## src/rtl/obi_interconnect_master_arb_if.sv

```systemverilog
// Bus bundle for one slave-side arbiter of the OBI interconnect.
// The slave modport is the arbiter's view; the master modport is the
// environment's view (masters, address map and slave port).
interface obi_interconnect_master_arb_if #(
  parameter int MASTERS     = 3,
  parameter int MASTER_BITS = (MASTERS == 1) ? 1 : $clog2(MASTERS),
  parameter int OUTSTANDING = 2
);
  localparam int CNT_W = $clog2(OUTSTANDING + 1);

  logic [MASTERS-1:0]         master_req_i;
  logic [MASTERS-1:0][31:0]   master_addr_i;
  logic [31:0]                slave_addr_mask_i;
  logic [31:0]                slave_addr_base_i;
  logic                       slave_gnt_i;
  logic                       slave_rvalid_i;
  logic [MASTER_BITS-1:0]     master_sel_int_o;
  logic [MASTERS-1:0]         master_sel_vec_o;
  logic                       granted_master_o;
  logic [MASTER_BITS-1:0]     rsp_sel_int_o;
  logic [MASTERS-1:0]         rsp_sel_vec_o;
  logic                       rsp_valid_o;
  logic [CNT_W-1:0]           outstanding_o;

  modport slave (
    input  master_req_i, master_addr_i, slave_addr_mask_i, slave_addr_base_i,
           slave_gnt_i, slave_rvalid_i,
    output master_sel_int_o, master_sel_vec_o, granted_master_o,
           rsp_sel_int_o, rsp_sel_vec_o, rsp_valid_o, outstanding_o
  );

  modport master (
    output master_req_i, master_addr_i, slave_addr_mask_i, slave_addr_base_i,
           slave_gnt_i, slave_rvalid_i,
    input  master_sel_int_o, master_sel_vec_o, granted_master_o,
           rsp_sel_int_o, rsp_sel_vec_o, rsp_valid_o, outstanding_o
  );
endinterface

```

## src/rtl/obi_interconnect_master_arb.sv

```systemverilog
// Per-slave OBI arbiter: address decode, fixed-priority / round-robin
// selection with grant lock while stalled, and an ID FIFO that steers
// rvalid back to the issuing master in order.
// Optional: define OBI_ARB_PROTOCOL_CHECK_EN to add the sticky proto_err_o.

// Per-master decode: request targets this slave.
module obi_arb_decode (
  input  logic        req_i,
  input  logic [31:0] addr_i,
  input  logic [31:0] mask_i,
  input  logic [31:0] base_i,
  output logic        elig_o
);
  assign elig_o = req_i & ((addr_i & mask_i) == base_i);
endmodule

module obi_interconnect_master_arb #(
  parameter int MASTERS     = 3,
  parameter int MASTER_BITS = (MASTERS == 1) ? 1 : $clog2(MASTERS),
  parameter int ARB_MODE    = 0,
  parameter int OUTSTANDING = 2
) (
  input  logic clk_i,
  input  logic rst_ni,
  obi_interconnect_master_arb_if.slave bus
`ifdef OBI_ARB_PROTOCOL_CHECK_EN
  ,
  output logic proto_err_o
`endif
);
  localparam int CNT_W = $clog2(OUTSTANDING + 1);
  localparam int PTR_W = (OUTSTANDING == 1) ? 1 : $clog2(OUTSTANDING);

  logic [MASTERS-1:0]     eligible;
  logic [MASTER_BITS-1:0] cand, rr_idx, rr_ptr_q, lock_idx_q;
  logic                   cand_vld, lock_q, granted, handshake;
  logic                   full, empty, push, pop;

  logic [OUTSTANDING-1:0][MASTER_BITS-1:0] id_mem_q;
  logic [PTR_W-1:0]       wr_ptr_q, rd_ptr_q;
  logic [CNT_W-1:0]       count_q;

  for (genvar m = 0; m < MASTERS; m++) begin : gen_dec
    obi_arb_decode u_dec (
      .req_i  (bus.master_req_i[m]),
      .addr_i (bus.master_addr_i[m]),
      .mask_i (bus.slave_addr_mask_i),
      .base_i (bus.slave_addr_base_i),
      .elig_o (eligible[m])
    );
  end

  // Candidate: locked master if still eligible, else priority / rr search.
  // Loops run high-to-low so the lowest index (or offset) wins.
  always_comb begin
    cand     = '0;
    cand_vld = 1'b0;
    rr_idx   = '0;
    if (lock_q && eligible[lock_idx_q]) begin
      cand     = lock_idx_q;
      cand_vld = 1'b1;
    end else if (ARB_MODE == 0) begin
      for (int i = MASTERS - 1; i >= 0; i--) begin
        if (eligible[i]) begin
          cand     = MASTER_BITS'(i);
          cand_vld = 1'b1;
        end
      end
    end else begin
      for (int i = MASTERS - 1; i >= 0; i--) begin
        rr_idx = MASTER_BITS'((int'(rr_ptr_q) + i) % MASTERS);
        if (eligible[rr_idx]) begin
          cand     = rr_idx;
          cand_vld = 1'b1;
        end
      end
    end
  end

  assign full      = (count_q == CNT_W'(OUTSTANDING));
  assign empty     = (count_q == '0);
  // Full is the registered occupancy: a same-cycle pop does not reopen the
  // grant. Nothing is granted while reset is held.
  assign granted   = cand_vld & ~full & rst_ni;
  assign handshake = granted & bus.slave_gnt_i;
  assign push      = handshake;
  assign pop       = bus.slave_rvalid_i & ~empty;

  assign bus.granted_master_o = granted;
  assign bus.master_sel_int_o = granted ? cand : '0;
  assign bus.rsp_valid_o      = pop;
  assign bus.rsp_sel_int_o    = empty ? '0 : id_mem_q[rd_ptr_q];
  assign bus.outstanding_o    = count_q;

  // One-hot views of the request and response selections.
  always_comb begin
    bus.master_sel_vec_o = '0;
    bus.rsp_sel_vec_o    = '0;
    if (granted) bus.master_sel_vec_o[cand] = 1'b1;
    if (pop)     bus.rsp_sel_vec_o[id_mem_q[rd_ptr_q]] = 1'b1;
  end

  // Round-robin pointer moves past the winner on every handshake.
  always_ff @(posedge clk_i or negedge rst_ni) begin
    if (!rst_ni) begin
      rr_ptr_q <= '0;
    end else if (MASTERS == 1) begin
      rr_ptr_q <= '0;
    end else if (handshake) begin
      rr_ptr_q <= (cand == MASTER_BITS'(MASTERS - 1)) ? '0 : cand + MASTER_BITS'(1);
    end
  end

  // Grant lock: hold a stalled selection; drop it after the handshake or
  // when the locked master abandons the request. Kept while full.
  always_ff @(posedge clk_i or negedge rst_ni) begin
    if (!rst_ni) begin
      lock_q     <= 1'b0;
      lock_idx_q <= '0;
    end else if (handshake) begin
      lock_q     <= 1'b0;
    end else if (granted) begin
      lock_q     <= 1'b1;
      lock_idx_q <= cand;
    end else if (lock_q && !eligible[lock_idx_q]) begin
      lock_q     <= 1'b0;
    end
  end

  // ID FIFO of accepted transactions awaiting rvalid.
  always_ff @(posedge clk_i or negedge rst_ni) begin
    if (!rst_ni) begin
      id_mem_q <= '0;
      wr_ptr_q <= '0;
      rd_ptr_q <= '0;
      count_q  <= '0;
    end else begin
      if (push) begin
        id_mem_q[wr_ptr_q] <= cand;
        wr_ptr_q <= (wr_ptr_q == PTR_W'(OUTSTANDING - 1)) ? '0 : wr_ptr_q + PTR_W'(1);
      end
      if (pop) begin
        rd_ptr_q <= (rd_ptr_q == PTR_W'(OUTSTANDING - 1)) ? '0 : rd_ptr_q + PTR_W'(1);
      end
      case ({push, pop})
        2'b10:   count_q <= count_q + CNT_W'(1);
        2'b01:   count_q <= count_q - CNT_W'(1);
        default: count_q <= count_q;
      endcase
    end
  end

`ifdef OBI_ARB_PROTOCOL_CHECK_EN
  // Sticky flag: rvalid with nothing outstanding, or locked master dropping req.
  always_ff @(posedge clk_i or negedge rst_ni) begin
    if (!rst_ni) begin
      proto_err_o <= 1'b0;
    end else if ((bus.slave_rvalid_i && empty) ||
                 (lock_q && !bus.master_req_i[lock_idx_q])) begin
      proto_err_o <= 1'b1;
    end
  end
`endif

endmodule

```

## src/flat_wrapper.sv

```systemverilog
// flat-port wrapper written by rule: the top's interface ports become plain ports
module obi_interconnect_master_arb_flat 
#(
  parameter int MASTERS     = 3,
  parameter int MASTER_BITS = (MASTERS == 1) ? 1 : $clog2(MASTERS),
  parameter int ARB_MODE    = 0,
  parameter int OUTSTANDING = 2
)
  (clk_i, rst_ni, bus_master_req_i, bus_master_addr_i, bus_slave_addr_mask_i, bus_slave_addr_base_i, bus_slave_gnt_i, bus_slave_rvalid_i, bus_master_sel_int_o, bus_master_sel_vec_o, bus_granted_master_o, bus_rsp_sel_int_o, bus_rsp_sel_vec_o, bus_rsp_valid_o, bus_outstanding_o);
  obi_interconnect_master_arb_if #(.MASTERS(MASTERS), .MASTER_BITS(MASTER_BITS), .OUTSTANDING(OUTSTANDING)) bus_i ();
  input  logic clk_i;
  input  logic rst_ni;
  input wire logic [$bits(bus_i.master_req_i)-1:0] bus_master_req_i;
  input wire logic [$bits(bus_i.master_addr_i)-1:0] bus_master_addr_i;
  input wire logic [$bits(bus_i.slave_addr_mask_i)-1:0] bus_slave_addr_mask_i;
  input wire logic [$bits(bus_i.slave_addr_base_i)-1:0] bus_slave_addr_base_i;
  input wire logic [$bits(bus_i.slave_gnt_i)-1:0] bus_slave_gnt_i;
  input wire logic [$bits(bus_i.slave_rvalid_i)-1:0] bus_slave_rvalid_i;
  output wire logic [$bits(bus_i.master_sel_int_o)-1:0] bus_master_sel_int_o;
  output wire logic [$bits(bus_i.master_sel_vec_o)-1:0] bus_master_sel_vec_o;
  output wire logic [$bits(bus_i.granted_master_o)-1:0] bus_granted_master_o;
  output wire logic [$bits(bus_i.rsp_sel_int_o)-1:0] bus_rsp_sel_int_o;
  output wire logic [$bits(bus_i.rsp_sel_vec_o)-1:0] bus_rsp_sel_vec_o;
  output wire logic [$bits(bus_i.rsp_valid_o)-1:0] bus_rsp_valid_o;
  output wire logic [$bits(bus_i.outstanding_o)-1:0] bus_outstanding_o;
  assign bus_i.master_req_i = bus_master_req_i;
  assign bus_i.master_addr_i = bus_master_addr_i;
  assign bus_i.slave_addr_mask_i = bus_slave_addr_mask_i;
  assign bus_i.slave_addr_base_i = bus_slave_addr_base_i;
  assign bus_i.slave_gnt_i = bus_slave_gnt_i;
  assign bus_i.slave_rvalid_i = bus_slave_rvalid_i;
  assign bus_master_sel_int_o = bus_i.master_sel_int_o;
  assign bus_master_sel_vec_o = bus_i.master_sel_vec_o;
  assign bus_granted_master_o = bus_i.granted_master_o;
  assign bus_rsp_sel_int_o = bus_i.rsp_sel_int_o;
  assign bus_rsp_sel_vec_o = bus_i.rsp_sel_vec_o;
  assign bus_rsp_valid_o = bus_i.rsp_valid_o;
  assign bus_outstanding_o = bus_i.outstanding_o;
  obi_interconnect_master_arb #(.MASTERS(MASTERS), .MASTER_BITS(MASTER_BITS), .ARB_MODE(ARB_MODE), .OUTSTANDING(OUTSTANDING)) u_core (.clk_i(clk_i), .rst_ni(rst_ni), .bus(bus_i));
endmodule
```

## config.mk

```make
export PLATFORM = sky130hd
export DESIGN_NAME = obi_interconnect_master_arb_flat
export DESIGN_NICKNAME = d
export VERILOG_FILES = /design/src/rtl/obi_interconnect_master_arb_if.sv /design/src/rtl/obi_interconnect_master_arb.sv /design/src/flat_wrapper.sv
export SDC_FILE = /design/constraint.sdc
export NUM_CORES = 1
export LEC_CHECK = 0
export CAP_MARGIN = 30
export CORE_MARGIN = 2
export CORE_UTILIZATION = 38
export CTS_BUF_LIST = sky130_fd_sc_hd__clkbuf_4 sky130_fd_sc_hd__clkbuf_8
export DETAILED_ROUTE_END_ITERATION = 10
export PLACE_DENSITY = 0.89
export SYNTH_ARGS = -nofsm -noshare
export SYNTH_HDL_FRONTEND = slang
export SYNTH_SLANG_ARGS = --single-unit
```

## constraint.sdc

```tcl
create_clock -name clk_i -period 5.6 [get_ports clk_i]
set_input_delay 1.12 -clock clk_i [delete_from_list [all_inputs] [get_ports clk_i]]
set_output_delay 1.12 -clock clk_i [all_outputs]
set_load 0.005 [all_outputs]
```

* Word level (Yosys, flattened, before mapping)
Index checks and enable logic that the tools add are counted.
** Word-level totals
- Word-level logic and storage cells :: 77
- Register bits after elaboration :: 11
- Input port bits :: 167
** Cells by class
- Reduce and logical (&&, ||, !) cells :: 10
- Bitwise logic cells :: 13
- Add/subtract/negate cells :: 4
- Equal/unequal tests :: 6
- Mux-type cells :: 29
- Order comparisons :: 8
** Operator list (count)
- AND 32 bit :: 3
- == test 32 bit :: 3
- two-way mux 2 bit :: 9
- two-way mux 1 bit :: 12
- < comparator 2 x 3 -> 1 bit (second input constant) :: 3
- AND 1 bit :: 7
- two-way mux 3 bit :: 2
- logical AND 1 bit :: 5
- bitwise mux 4 bit :: 1
- demux 1 bit (select 2 bit) :: 2
- == test 2 bit (second input constant) :: 2
- >= comparator 2 x 1 -> 1 bit (second input constant) :: 2
- < comparator 1 x 2 -> 1 bit (second input constant) :: 2
- one-hot mux 2 bit (2 select lines) :: 1
- NOT 1 bit :: 3
- nonzero test 3 bit :: 1
- adder 1 bit (second input constant) :: 2
- adder 2 x 1 -> 2 bit (second input constant) :: 1
- binary-select mux 1 bit (select 2 bit) :: 1
- demux 2 bit (select 1 bit) :: 1
- == test 2 x 1 -> 1 bit (second input constant) :: 1
- zero test 2 bit :: 1
- AND reduction 2 bit :: 1
- nonzero test 2 bit :: 1
- 3 further kinds :: 3

* Longest topological paths before layout
Gate-level depths: netlist (run 1).
- Depth in word-level cells :: 12
- Gate-level depth with buffers :: 12
- Gate-level depth less buffers :: 11

* By module
From an unflattened synthesis (run 1), not the netlist that was laid out.
** Unflattened totals
- Cell total of the unflattened synthesis :: 297
- Area, all modules :: 2108.3 µm²
** By module, submodules not included
- obi_arb_decode :: times used 3, area each 475.5 µm², seq. area each 0.0 µm², cells each 76
- obi_interconnect_master_arb :: times used 1, area each 681.9 µm², seq. area each 275.3 µm², cells each 69

* Least setup slack after synthesis (run 1)
Ideal clock, no wire load.
- Kind :: input to output
- Start :: in bus_master_addr_i[64]
- End :: out bus_master_sel_vec_o[0]
- Arrival time :: 2835 ps
- Stages on the path :: 8
- Slack :: 1645 ps
- Cell sequence :: a21oi_1 -> o22ai_1 -> or4_4 -> nor4_4 -> nand2_2 -> buf_6 -> a31oi_1 -> and3_1
** On the way
- Elaborated cells on any way between the ends :: 22
- Classes of those cells :: 2 x order compare; 1 x eq/ne; 13 x mux; 4 x bitwise; 2 x reduce/logical
** RTL lines
- start: declaration :: RTL line flat_wrapper.sv:14 : input wire logic [$bits(bus_i.master_addr_i)-1:0] bus_master_addr_i;
- AND 32 bit (*) :: RTL line obi_interconnect_master_arb.sv:14 : assign elig_o = req_i & ((addr_i & mask_i) == base_i);
- == test 32 bit (*) :: RTL line obi_interconnect_master_arb.sv:14
- AND 1 bit (*) :: RTL line obi_interconnect_master_arb.sv:14
- binary-select mux 1 bit (select 2 bit) / two-way mux 1 bit (equally long branches) :: RTL line obi_interconnect_master_arb.sv:59, obi_interconnect_master_arb.sv:64
- two-way mux 1 bit (on tied branches) :: RTL line obi_interconnect_master_arb.sv:59, obi_interconnect_master_arb.sv:64
- logical AND 1 bit / two-way mux 1 bit (equally long branches) :: RTL line obi_interconnect_master_arb.sv:59, obi_interconnect_master_arb.sv:64
- two-way mux 1 bit (*) :: RTL line obi_interconnect_master_arb.sv:59 : if (lock_q && eligible[lock_idx_q]) begin
- AND 1 bit (*) (2 in a row) :: RTL line obi_interconnect_master_arb.sv:84 : assign granted = cand_vld & ~full & rst_ni;
- named net bus_granted_master_o :: RTL line flat_wrapper.sv:21 : output wire logic [$bits(bus_i.granted_master_o)-1:0] bus_granted_master_o;
- two-way mux 3 bit (*) :: RTL line obi_interconnect_master_arb.sv:99 : if (granted) bus.master_sel_vec_o[cand] = 1'b1;
- end: declaration :: RTL line flat_wrapper.sv:20 : output wire logic [$bits(bus_i.master_sel_vec_o)-1:0] bus_master_sel_vec_o;
Mark *: on every way through the listed nets, which the timed path passes. The rest lies on a longest branch. The select of a mux whose other input is x is not followed.

* Worst setup path in the final report (run 1)
- Start :: in bus_slave_addr_base_i[12]
- End :: out bus_master_sel_vec_o[0]
** On the way
- Word-level cells in the longest chain between the ends :: 11
- Elaborated cells on any way between the ends :: 25
- Classes of those cells :: 2 x order compare; 3 x eq/ne; 13 x mux; 5 x bitwise; 2 x reduce/logical
** Ends and longest elaborated chain
- start: declaration :: RTL line flat_wrapper.sv:16 : input wire logic [$bits(bus_i.slave_addr_base_i)-1:0] bus_slave_addr_base_i;
- == test 32 bit :: RTL line obi_interconnect_master_arb.sv:14
- AND 1 bit :: RTL line obi_interconnect_master_arb.sv:14
- binary-select mux 1 bit (select 2 bit) / two-way mux 2 bit (equally long branches) :: RTL line obi_interconnect_master_arb.sv:59, obi_interconnect_master_arb.sv:64
- two-way mux 1 bit (implied by the code) / two-way mux 2 bit (equally long branches) :: RTL line obi_interconnect_master_arb.sv:59, obi_interconnect_master_arb.sv:64
- logical AND 1 bit / two-way mux 2 bit (equally long branches) :: RTL line obi_interconnect_master_arb.sv:59, obi_interconnect_master_arb.sv:64
- two-way mux 2 bit :: RTL line obi_interconnect_master_arb.sv:59
- < comparator 2 x 3 -> 1 bit (implied by the code) / >= comparator 2 x 1 -> 1 bit (equally long branches) :: RTL line obi_interconnect_master_arb.sv:99
- logical AND 1 bit (implied by the code) :: RTL line obi_interconnect_master_arb.sv:99
- two-way mux 1 bit (implied by the code) :: RTL line obi_interconnect_master_arb.sv:99
- demux 1 bit (select 2 bit)
- two-way mux 3 bit (*) :: RTL line obi_interconnect_master_arb.sv:99
Every way passes the cells marked *; elsewhere a longest branch is shown, timed or not. The select of a mux whose other input is x is not followed.

==> results of run 1 <==
cells in the mapped netlist (all sizes together), types with 4 or more instances:
master and count:
a211oi 17, a21boi 15, a21o 16, a21oi 33, a31oi 6, and3 32, and3b 14, dfrtp 11
inv 8, mux2i 5, nand2 45, nand3 21, nand4 14, nor2 12, nor4 4, o21ai 4
o22a 15, xnor2 6, xor2 30
critical path, stage by stage:
cell,delay [ns]
clkdlybuf4s50_1,0.54
and3b_1,0.20
a211oi_1,0.43
nand4_1,0.18
nor4_2,0.38
nand2_1,0.30
a31oi_1,0.27
and3_1,0.18
clkdlybuf4s50_1,0.49
cells by family after synthesis:
logic type / Yosys count / synth area share, %
flops: 11 / 11.5
buf+inv: 10 / 1.88
simple gates: 149 / 35.1
mux: 5 / 2.09
compound gates: 119 / 35.7
fa+ha+maj: 1 / 0.522
xor+xnor: 36 / 13.2
state kept, by name (all words and copies together) (netlist names):
signal	cells
u_core.id_mem_q	4
u_core.bus.outstanding_o	2
u_core.lock_idx_q	2
u_core.lock_q	1
u_core.rd_ptr_q	1
u_core.wr_ptr_q	1
power by group through the flow:
stage	logic [uW]	registers [uW]	clock network, uW
after CTS	340	110	84.7
after floorplan	135	103	0
after global placement	328	111	0
after global routing	367	113	89.2
final	341	111	83.8
after detailed placement	337	112	0
through the flow:
step                instances  worst slack, ns  total power (uW)
floorplan                 331             1.65               238
global placement          585            0.470               439
detailed placement        585            0.412               449
CTS                       589            0.410               535
global route              589            0.229               569
finish                    589            0.388               535
final cells by class:
type                    count  area (sq um)  share of cell area [%]
repair buffers            181          1810                    41.8
well taps                  75          93.8                    2.17
multi-input cells         310          2080                    47.9
inverters                   8          30.0                   0.693
clock buffers               4          48.8                    1.13
flip-flops and latches     11           275                    6.35
path summary, 6_finish.rpt:
check | start | to | slack, ns | depth (start not counted)
max in group asynchronous | rst_ni | u_core.lock_idx_q[0] | 4.01 | 1
max reg2reg | u_core.bus.outstanding_o[0] | u_core.bus.outstanding_o[1] | 3.49 | 8
min reg2reg | u_core.wr_ptr_q | u_core.wr_ptr_q | 0.56 | 1
min in group asynchronous | rst_ni | u_core.bus.outstanding_o[1] | 1.23 | 1
max | bus_slave_addr_base_i[12] | bus_master_sel_vec_o[0] | 0.39 | 9
min | u_core.wr_ptr_q | u_core.wr_ptr_q | 0.56 | 1
cells in the final DEF, fill, tap and decap left out, types with 2 or more instances in the layout:
cell / instances
a211oi_1: 17
a311oi_2: 3
nor3_1: 2
nand4_1: 13
and3b_1: 14
and3_1: 32
nand3_1: 21
a21o_1: 15
nand2_2: 2
a31oi_1: 5
xnor2_1: 6
nor4_2: 2
clkbuf_8: 3
nor3b_1: 2
o22ai_1: 2
a21oi_1: 33
inv_1: 8
nand2_1: 43
o21ai_0: 3
nor2_1: 12
clkdlybuf4s50_1: 180
dfrtp_1: 11
xor2_1: 30
a21boi_0: 14
o22a_1: 15
mux2i_1: 5
metal layers:
layer	wire [microns]	global-route usage, %	vias up
li1	-	-	1657
met2	4920	49.9	182
met3	863	5.77	32
met1	3990	31.7	1552
met5	0	0	-
met4	326	8.49	0
==> run_results.csv, run 1 <==
group,metric,value,unit
place,placed_cell_area,4280,sq um
synthesis,syn_inst,331,
power,switching_share,34.4,%
outcome,status,"completed",
cts,clkSlewWorstSetupHoldPaths,0.05,ns
cts,cts.sinks,11,
finish,layout.nets,683,
global_routing,grt_pass1_wl,15500,microns
finish,syn2layout_area_growth,80.8,%
power,p_int,351,uW
sta,fin_tns_setup,0,ns
die,rows,28,
drt,wl,10100,microns
job,max_cap_violations,0,
cts,cts_buffer_depth,2,
worst_setup_path,required,4.48,ns
power,seqPwrFrac,20.7,%
power,ir_drop,0.122,mV
finish,final_cell_area,4330,sq um
finish,drive_above_1_share,3.50,%
place,hpwl,8660,microns
power,p_per_area,124,nW/um^2
sta,fin_worst_hold_slack,0.559,ns
place,place_congestion,0.911,
synthesis,ys_async_sr_fraction,100,%
cts,cts_buffers,3,
sta,finalSetupViolCount,0,
sta,finalCritPeriodShare,93.1,%
drt,antenna_left,0,
die,die_h,83.4,microns
power,net-switching-power,184,uW
drt,viasPerCell,5.81,
worst_setup_path,crit_path_max_fanout,6,
finish,nFillCells,493,
synthesis,ys_types,45,
synthesis,ys_warn_count,0,
finish,diodes,0,
drt,vias,3423,
sta,grt_setup_unrepaired,"false",
sta,finClkSkew,0.00360,ns
global_routing,grt_pass1_vias,3280,
die,die_x,83.4,microns
synthesis,yosys.area.top_type,"dfrtp_1",
power,p_leak,0.00183,uW
die,initial_core_util,40.0,%
die,fp.dieArea,6960,sq um
cts,clk-insertion-delay-late,0.24,ns
cts,cts_tree,"yes",
sta,fmax,0.192,GHz
worst_setup_path,critPathLaunchType,"input port",
sta,worst_slew_pin_slew,0.745,ns
die,ios,181,
finish,final_util,72.3,%
drt,drc,0,
global_routing,grt_max_degree,13,
cts,post_cts_buffers,0,
worst_setup_path,critPathKind,"in -> out",
synthesis,avgSynthCellArea,7.24,sq um
global_routing,antenna_found_initial,0,
sta,drv_slew,0,
die,coreArea,5990,sq um
drt,first_pass_iters,4,
sta,hold_violations,0,
cts,h-tree-depth,1,
worst_setup_path,critPathCaptureType,"primary output",
sta,relSlewSlack,50.0,%
sta,layout_min_cycle_time,5.21,ns
drt,first_iter_violations,164,
synthesis,ys_top_cells_by_area,"dfrtp_1 (11%), xor2_1 (11%), and3_1 (8.4%)",
power,p_clk_share,15.7,%
synthesis,synth-main-ff-cell,"dfrtp_1",
global_routing,track_usage,27.3,%
synthesis,synth_area,2400,sq um
synthesis,yosysSeqAreaShare,11.5,%
synthesis,syn-num-nets,499,
global_routing,grt_overflow,0,
min_path,min_path_type,"reg -> reg",
worst_setup_path,cp.arrival,4.09,ns
drt,wl_per_cell,17.2,microns
cts,ctsRootBufferMaster,"clkbuf_8",
cts,postCtsResizedCells,0,
power,p_comb_share,63.7,%
synthesis,ys_seq_elements,11,
synthesis,synth_top_area_share,11.5,%
synthesis,synth_edf_count,0,
cts,cts_hold_buf,0,
place,portBuffers,180,
Note: power is estimated with default switching activity, not from simulation.
==> run 2: changes to the inputs <==
Settings changed: CELL_PAD_IN_SITES_DETAIL_PLACEMENT set to 0, CELL_PAD_IN_SITES_GLOBAL_PLACEMENT set to 2, CORE_UTILIZATION 38 to 18, PLACE_DENSITY 0.89 to 0.87.
==> run 2 against run 1 <==
  * Final cell count rose by 17%
  * First-iteration DRC count rose by 24%
  * Combinational power barely moved
  * Core utilization fell by 38 points
  * Largest cell class unchanged
  * Highest routed layer unchanged
==> run_results.csv, run 2 (synthesis gave the netlist of run 1 again) <==
group,metric,value,unit
worst_setup_path,cp.arrival,4.12,ns
die,die_x,119,microns
global_routing,grt_overflow,0,
drt,first_iter_violations,204,
worst_setup_path,critPathKind,"in -> out",
sta,finalSetupViolCount,0,
worst_setup_path,cp_cell_sequence,"clkdlybuf4s50_1 -> and3_1 -> o22ai_1 -> or4_4 -> nor4_4 -> nand2_2 -> a31oi_1 -> and3_1 -> clkdlybuf4s50_1",
place,portBuffers,180,
power,p_leak,0.00184,uW
job,max_cap_violations,0,
finish,syn2layout_area_growth,86.7,%
cts,cts.sinks,11,
global_routing,use_met2,27.2,%
worst_setup_path,critPathLaunchType,"input port",
worst_setup_path,cp_slowest_cell,"or4_4",
outcome,status,"completed",
cts,cts_hold_buf,0,
finish,final_cells,692,
global_routing,busiest_layer,"met2",
finish,drive_above_1_share,3.88,%
die,die_h,119,microns
finish,max_flop_register,"u_core.id_mem_q",
sta,fin_tns_setup,0,ns
cts,post_cts_buffers,0,
sta,finalCritPeriodShare,93.6,%
power,seqPwrFrac,20.5,%
place,hpwl,9770,microns
global_routing,grt_pass1_vias,3273,
finish,nFillCells,1430,
power,p_per_area,120,nW/um^2
die,fp.dieArea,14300,sq um
cts,h-tree-depth,1,
cts,postCtsResizedCells,0,
drt,antenna_left,0,
sta,hold_violations,0,
cts,cts_buffer_depth,2,
power,p_clk_share,16.3,%
die,initial_core_util,18.2,%
drt,vias,3293,
finish,largest_reg_flops,4,
power,p_comb_share,63.1,%
sta,layout_min_cycle_time,5.24,ns
worst_setup_path,cpPeakStageDelay,0.57,ns
min_path,min_path_type,"reg -> reg",
sta,grt_setup_unrepaired,"false",
worst_setup_path,cpLargestDelayFamily,"simple AND/OR/NAND/NOR gates",
cts,cts_buffers,3,
global_routing,track_usage,15.1,%
cts,cts_tree,"yes",
sta,finClkSkew,0.00193,ns
finish,layout.nets,685,
drt,wl_per_cell,16.1,microns
drt,drc,0,
finish,mostFrequentLayoutCells,"clkdlybuf4s50_1 (180), nand2_1 (43), a21oi_1 (33)",
drt,first_pass_iters,4,
cts,clkSlewWorstSetupHoldPaths,0.05,ns
place,dp.cells,688,
sta,worst_slew_pin_slew,0.751,ns
power,ir_drop,0.0897,mV
cts,ctsRootBufferMaster,"clkbuf_8",
die,coreArea,13100,sq um
global_routing,antenna_found_initial,0,
global_routing,grt_max_degree,13,
die,rows,42,
drt,wl,11200,microns
sta,relSlewSlack,49.6,%
sta,drv_slew,0,
worst_setup_path,required,4.48,ns
global_routing,grtUsageMet3,3.07,%
place,place_congestion,0.820,
die,ios,181,
drt,viasPerCell,4.76,
global_routing,use_met1,19.0,%
power,switching_share,34.7,%
worst_setup_path,cp.buffers_inverters,2,
worst_setup_path,crit_path_max_fanout,11,
global_routing,grt_pass1_wl,17100,microns
power,p_int,351,uW
worst_setup_path,critPathCaptureType,"primary output",
power,net-switching-power,187,uW
finish,final_common_cell,"clkdlybuf4s50_1",
cts,clk-insertion-delay-late,0.24,ns
finish,diodes,0,
sta,fmax,0.191,GHz
-- run 2: cell count changes in the layout (fill, tap and decap cells not counted) --
cell / before / now
buf_4: 1 / 3
-- run 2: power groups by stage --
| stage | Clock [uW] | Combinational [uW] | Sequential [uW] |
|---|---|---|---|
| floorplan | 0 | 135 | 103 |
| global placement | 0 | 335 | 111 |
| detailed placement | 0 | 340 | 112 |
| finish | 87.8 | 340 | 111 |
| CTS | 89.2 | 343 | 110 |
| global route | 93.9 | 371 | 113 |
-- run 2: final timing paths --
path	startpoint	end	slack, ns	depth (start not counted)
worst min register to register	u_core.wr_ptr_q	u_core.wr_ptr_q	0.55	1
worst max register to register	u_core.bus.outstanding_o[1]	u_core.bus.outstanding_o[1]	3.52	9
worst max-delay path	bus_slave_addr_base_i[0]	bus_master_sel_vec_o[0]	0.36	9
worst min-delay path	u_core.wr_ptr_q	u_core.wr_ptr_q	0.55	1
max in group asynchronous	rst_ni	u_core.id_mem_q[2]	4.00	1
min in group asynchronous	rst_ni	u_core.bus.outstanding_o[1]	1.24	1
-- run 2: metrics by stage --
step / area [sq um] / power (uW) / hold WS (ns) / utilization, % / worst slack, ns
6_report: 4470 / 538 / 0.549 / 34.1 / 0.359
3_5_place_dp: 4430 / 452 / 0.525 / 33.7 / 0.333
2_1_floorplan: 2400 / 238 / 0.501 / - / 1.65
3_3_place_gp: 4430 / 446 / 0.524 / 33.7 / 0.351
5_1_grt: 4470 / 577 / 0.569 / 34.1 / 0.172
4_1_cts: 4470 / 542 / 0.543 / 34.1 / 0.322
-- run 2: per-layer routing --
metal / wire [microns] / vias to the layer above / part of all wire [%]
li1: - / 1662 / -
met1: 4890 / 1495 / 44
met2: 5250 / 121 / 47
met3: 870 / 15 / 7.8
met4: 160 / 0 / 1.4
met5: 0 / - / 0
-- run 2: final cells by class --
type	count	area (sq um)	area share [%]
timing repair buffer	183	1820	40.8
clock buffer	4	48.8	1.09
sequential	11	275	6.15
inverter	8	30.0	0.671
tap	176	220	4.92
multi-input combinational	310	2080	46.4
==> run 3: changes to the inputs <==
Settings changed: CTS_CLUSTER_DIAMETER set to 150.
==> results of run 3 <==
No change in the layout: final DEF, timing and power equal those of run 2.
